--- src/rtl/m68k_bus_responder.sv ---
// Responder side of the 68000 bus cycle: turns region chip selects into DTACK_n,
// fetching ROM words over the SDRAM handshake. Optional ROM timeout: M68K_ROM_TIMEOUT_EN.
module m68k_bus_responder #(
    parameter int FAST_WAIT   = 1,
    parameter int ROM_TIMEOUT = 255
) (
    input  logic        clk_sys,
    input  logic        reset,
    input  logic        m68k_as_n,
    input  logic        m68k_rw,
    input  logic [23:0] m68k_a,
    input  logic        rom_cs,
    input  logic        fast_cs,
    input  logic [15:0] fast_dout,
    output logic        rom_req,
    output logic [22:0] rom_addr,
    input  logic [15:0] rom_data,
    input  logic        rom_valid,
    output logic [15:0] m68k_din,
    output logic        m68k_dtack_n,
    output logic        busy
);

    // state   | meaning
    // IDLE    | waiting for a registered AS_n low
    // WAIT    | fixed-latency region (fast, unmapped or ROM write) counting down to DTACK
    // ROM_REQ | SDRAM read outstanding, waiting for rom_valid
    // ACK     | DTACK_n low until the CPU releases AS_n
    localparam logic [1:0] S_IDLE    = 2'd0;
    localparam logic [1:0] S_WAIT    = 2'd1;
    localparam logic [1:0] S_ROM_REQ = 2'd2;
    localparam logic [1:0] S_ACK     = 2'd3;

    localparam int             WCW       = (FAST_WAIT > 1) ? $clog2(FAST_WAIT) : 1;
    localparam logic [WCW-1:0] WAIT_LAST = WCW'(FAST_WAIT - 1);

    logic [1:0]     state;
    logic           as_q;
    logic [WCW-1:0] wait_cnt;
    logic           fast_sel;

    // Byte lane A0 is never part of a word fetch.
    logic unused_a0;
    assign unused_a0 = m68k_a[0];

`ifdef M68K_ROM_TIMEOUT_EN
    localparam int             TCW      = (ROM_TIMEOUT > 1) ? $clog2(ROM_TIMEOUT) : 1;
    localparam logic [TCW-1:0] TMO_LAST = TCW'(ROM_TIMEOUT - 1);
    logic [TCW-1:0] tmo_cnt;
`else
    localparam int unused_rom_timeout = ROM_TIMEOUT;
`endif

    assign busy = (state != S_IDLE);

    always_ff @(posedge clk_sys) begin
        if (reset) begin
            state        <= S_IDLE;
            as_q         <= 1'b1;
            wait_cnt     <= '0;
            fast_sel     <= 1'b0;
            rom_req      <= 1'b0;
            rom_addr     <= '0;
            m68k_din     <= 16'hFFFF;
            m68k_dtack_n <= 1'b1;
`ifdef M68K_ROM_TIMEOUT_EN
            tmo_cnt      <= '0;
`endif
        end else begin
            as_q <= m68k_as_n;
            case (state)
                S_IDLE: begin
                    if (!as_q) begin
                        wait_cnt <= '0;
                        // ROM writes fall through to WAIT with fast_sel low, so they read back FFFF
                        fast_sel <= fast_cs & ~rom_cs;
                        if (rom_cs && m68k_rw) begin
                            rom_addr <= m68k_a[23:1];
                            rom_req  <= 1'b1;
                            state    <= S_ROM_REQ;
`ifdef M68K_ROM_TIMEOUT_EN
                            tmo_cnt  <= '0;
`endif
                        end else begin
                            state <= S_WAIT;
                        end
                    end
                end
                S_WAIT: begin
                    if (as_q) begin
                        state <= S_IDLE;
                    end else if (wait_cnt == WAIT_LAST) begin
                        m68k_din     <= fast_sel ? fast_dout : 16'hFFFF;
                        m68k_dtack_n <= 1'b0;
                        state        <= S_ACK;
                    end else begin
                        wait_cnt <= wait_cnt + 1'b1;
                    end
                end
                S_ROM_REQ: begin
                    if (as_q) begin
                        // Aborted cycle: drop the request; any late rom_valid lands in IDLE and is ignored
                        rom_req <= 1'b0;
                        state   <= S_IDLE;
                    end else if (rom_valid) begin
                        m68k_din     <= rom_data;
                        rom_req      <= 1'b0;
                        m68k_dtack_n <= 1'b0;
                        state        <= S_ACK;
                    end
`ifdef M68K_ROM_TIMEOUT_EN
                    else if (tmo_cnt == TMO_LAST) begin
                        m68k_din     <= 16'hFFFF;
                        rom_req      <= 1'b0;
                        m68k_dtack_n <= 1'b0;
                        state        <= S_ACK;
                    end else begin
                        tmo_cnt <= tmo_cnt + 1'b1;
                    end
`endif
                end
                S_ACK: begin
                    if (as_q) begin
                        m68k_dtack_n <= 1'b1;
                        state        <= S_IDLE;
                    end
                end
                default: state <= S_IDLE;
            endcase
        end
    end

endmodule
--- config.mk ---
export PLATFORM = sky130hd
export DESIGN_NAME = m68k_bus_responder
export DESIGN_NICKNAME = d
export VERILOG_FILES = /design/src/rtl/m68k_bus_responder.sv
export SDC_FILE = /design/constraint.sdc
export NUM_CORES = 1
export LEC_CHECK = 0
export CAP_MARGIN = 0
export CORE_MARGIN = 2
export CORE_UTILIZATION = 39
export DETAILED_ROUTE_END_ITERATION = 6
export PLACE_DENSITY_LB_ADDON = 0.2
export SYNTH_ARGS = -nofsm -noshare
export SYNTH_HDL_FRONTEND = slang
export SYNTH_SLANG_ARGS = --single-unit
--- constraint.sdc ---
create_clock -name clk_sys -period 2.2 [get_ports clk_sys]
set_input_delay 0.22 -clock clk_sys [delete_from_list [all_inputs] [get_ports clk_sys]]
set_output_delay 0.22 -clock clk_sys [all_outputs]
set_load 0.01 [all_outputs]
==> reports/metrics.cfg <==
[timing]
finalSetupViolCount = 0
fin_crit_sh_pct = 89.8
fmax_mhz = 506
tightest_slew_ns = 0.652
fin_worst_skew_ns = 0.00483
drv_slew = 0
hold_viol = 0
slew-limit-headroom_pct = 56.5
rsz0062_at_grt = false
tns_ns = 0
layout_min_cycle_time_ns = 1.98

[synthesis]
synth.top_cells.by_count = nand2_1 (47), dfxtp_1 (45), a21oi_1 (25)
synth_top_area_cell = dfxtp_1
ys_warn_count = 0
syn_area_mm2 = 0.00196
syn_nets = 297
synth_area_leaders = dfxtp_1 (46%), nand2_1 (9.0%), a21oi_1 (6.4%)
seq_area_frac_synth_pct = 45.9
synthMostInstantiatedCell = nand2_1
synth_edf_count = 0
yosys_register_bits = 45
syn_area_per_cell_um2 = 8.61
async_flop_share_pct = 0
netlist_instances = 228
post-synth-top-area-fraction_pct = 45.9
ys.flop_type = dfxtp_1
ys_types = 33

[route]
routed_wirelength_um = 5290
first_pass_iters = 4
ant_nets = 0
wire_per_inst_um = 13.5
vias_per_cell = 5.01
drt_iter0_drc = 109
route.detailed.drc = 0
num_vias = 1960

[critical_path]
required_ns = 1.98
end_kind = output pin
crit_buf_inv = 3
max_stage_delay_ns = 0.54
worstPathCellList = inv_1 > ha_1 > inv_1 > clkdlybuf4s50_1
crit_type = flop to output pin
path_common_cell = inv_1
cpLargestDelayFamily = buffers and inverters
critPathLaunchType = flop
crit_path_top_delay_cell = clkdlybuf4s50_1
cp.arrival_ns = 1.76
crit_fanout = 7

[final_layout]
nets = 392
multi_input_area_um2 = 930
seq_area_um2 = 901
drive_gt1_share_pct = 4.32
fill_cells = 421
fin_util_pct = 65.4
syn2layout_area_growth_pct = 59.5
antenna-diode-count = 0

[clock_network]
cts-root-buf = clkbuf_8
post-cts-setup-buffer-count = 0
cts.sinks = 45
cts_tree = done
ctsResizeCount = 0
cts_buffer_depth = 2
cts.htree.levels = 2
path_clk_slew_ns = 0.08
insertion_delay_ns = 0.29
holdBufCountCts = 0
numCtsBuffers = 5

[placement]
place.detailed.hpwl_um = 3810
io_buffers = 103
routabilityCongestion = 0.743

[die]
fp.dieH_um = 75.0
io_pins = 105
dieWidth_um = 75.0
num_rows = 25
die-area_mm2 = 0.00562
core_area_mm2 = 0.00479
initial_utilization_pct = 41.0

[grt]
grt_usage_pct = 19.4
gr-total-overflow = 0
antenna_found_initial = 0
grt_max_degree = 27
grt_pass1_vias = 1827
grt_pass1_wl_um = 8470

[job]
maxCapViolations = 0

[pwr]
power.leakage_nw = 1.11
peakVddDrop_v = 0.000508
power_density_mw_per_mm2 = 906

[outcome]
outcome = finished clean

[min_path]
hold_class = flop to flop

[final cells by class]
type                       instances  share of cell area (%)
inverter                           7                   0.839
timing repair buffer             107                    34.3
multi-input combinational        157                    29.7
sequential                        45                    28.8
clock inverter                     1                   0.959
tap                               67                    2.68
clock buffer                       7                    2.76
[report_power, final]
group          switching (mW)  internal, mW
clock network           0.269         0.370
logic                   0.532         0.608
registers              0.0888         0.969
total                   0.890          1.95
[tightest hold or removal path, cell delays in order (launching register included)]
cell     delay, ns
dfxtp_1       0.31
nand2_1       0.05
a21oi_1       0.05
[sequential cells by signal, summed over array words and instances, names as in the netlist]
register,count
state,2
fast_sel,1
rom_addr,23
as_q,1
rom_req,1
m68k_dtack_n,1
m68k_din,16
[final timing paths]
| check | from | endpoint | slack (ns) | cells past startpoint |
|---|---|---|---|---|
| hold reg to reg | rom_addr[11] | rom_addr[11] | 0.45 | 2 |
| setup reg to reg | state[0] | m68k_din[0] | 0.41 | 5 |
| hold / removal | rom_addr[11] | rom_addr[11] | 0.45 | 2 |
| setup / recovery | state[0] | busy | 0.22 | 4 |
[cell usage in the layout, fill, tap and decap left out, types with 2 or more instances in the layout]
cell type	netlist	routed
a211oi_1	4	4
a21oi_1	25	25
a31oi_1	3	3
buf_4	3	3
clkbuf_8	0	6
clkdlybuf4s50_1	0	103
dfxtp_1	45	45
ha_1	6	6
inv_1	6	6
nand2_1	47	47
nand2b_1	3	3
nor2b_1	2	2
nor3b_1	2	2
o211ai_1	16	16
o21ai_0	4	4
o22ai_1	16	16
o31ai_1	16	16
[per-stage QoR]
stage                     std cells  total power [mW]  hold slack, ns  area [um^2]  setup slack [ns]
after global routing            391              3.01           0.474         3130             0.118
after global placement          383              2.19           0.441         3010             0.481
after CTS                       391              2.86           0.456         3130             0.214
final                           391              2.84           0.454         3130             0.225
after floorplan                 228              1.71           0.324         1960             0.627
after detailed placement        383              2.21           0.445         3010             0.453
[routing by layer]
layer / vias to the layer above / part of all wire (%) / track usage [%]
li1: 1014 / - / -
met4: 0 / 1.6 / 6.15
met2: 54 / 48 / 32.7
met3: 9 / 6.1 / 4.95
met5: - / 0 / 0
met1: 883 / 44 / 24.3
[cells by family (layout without fill, tap and decap cells)]
logic type / Yosys count / in the layout / synth area share (%)
AO/OA/AOI/OAI: 87 / 87 / 28.4
adder cells (fa/ha/maj): 6 / 6 / 3.82
buffers and inverters: 26 / 122 / 6.76
flip-flops: 45 / 45 / 45.9
AND/OR/NAND/NOR: 64 / 64 / 15.1
No activity file was read; power rests on OpenSTA's default activity.
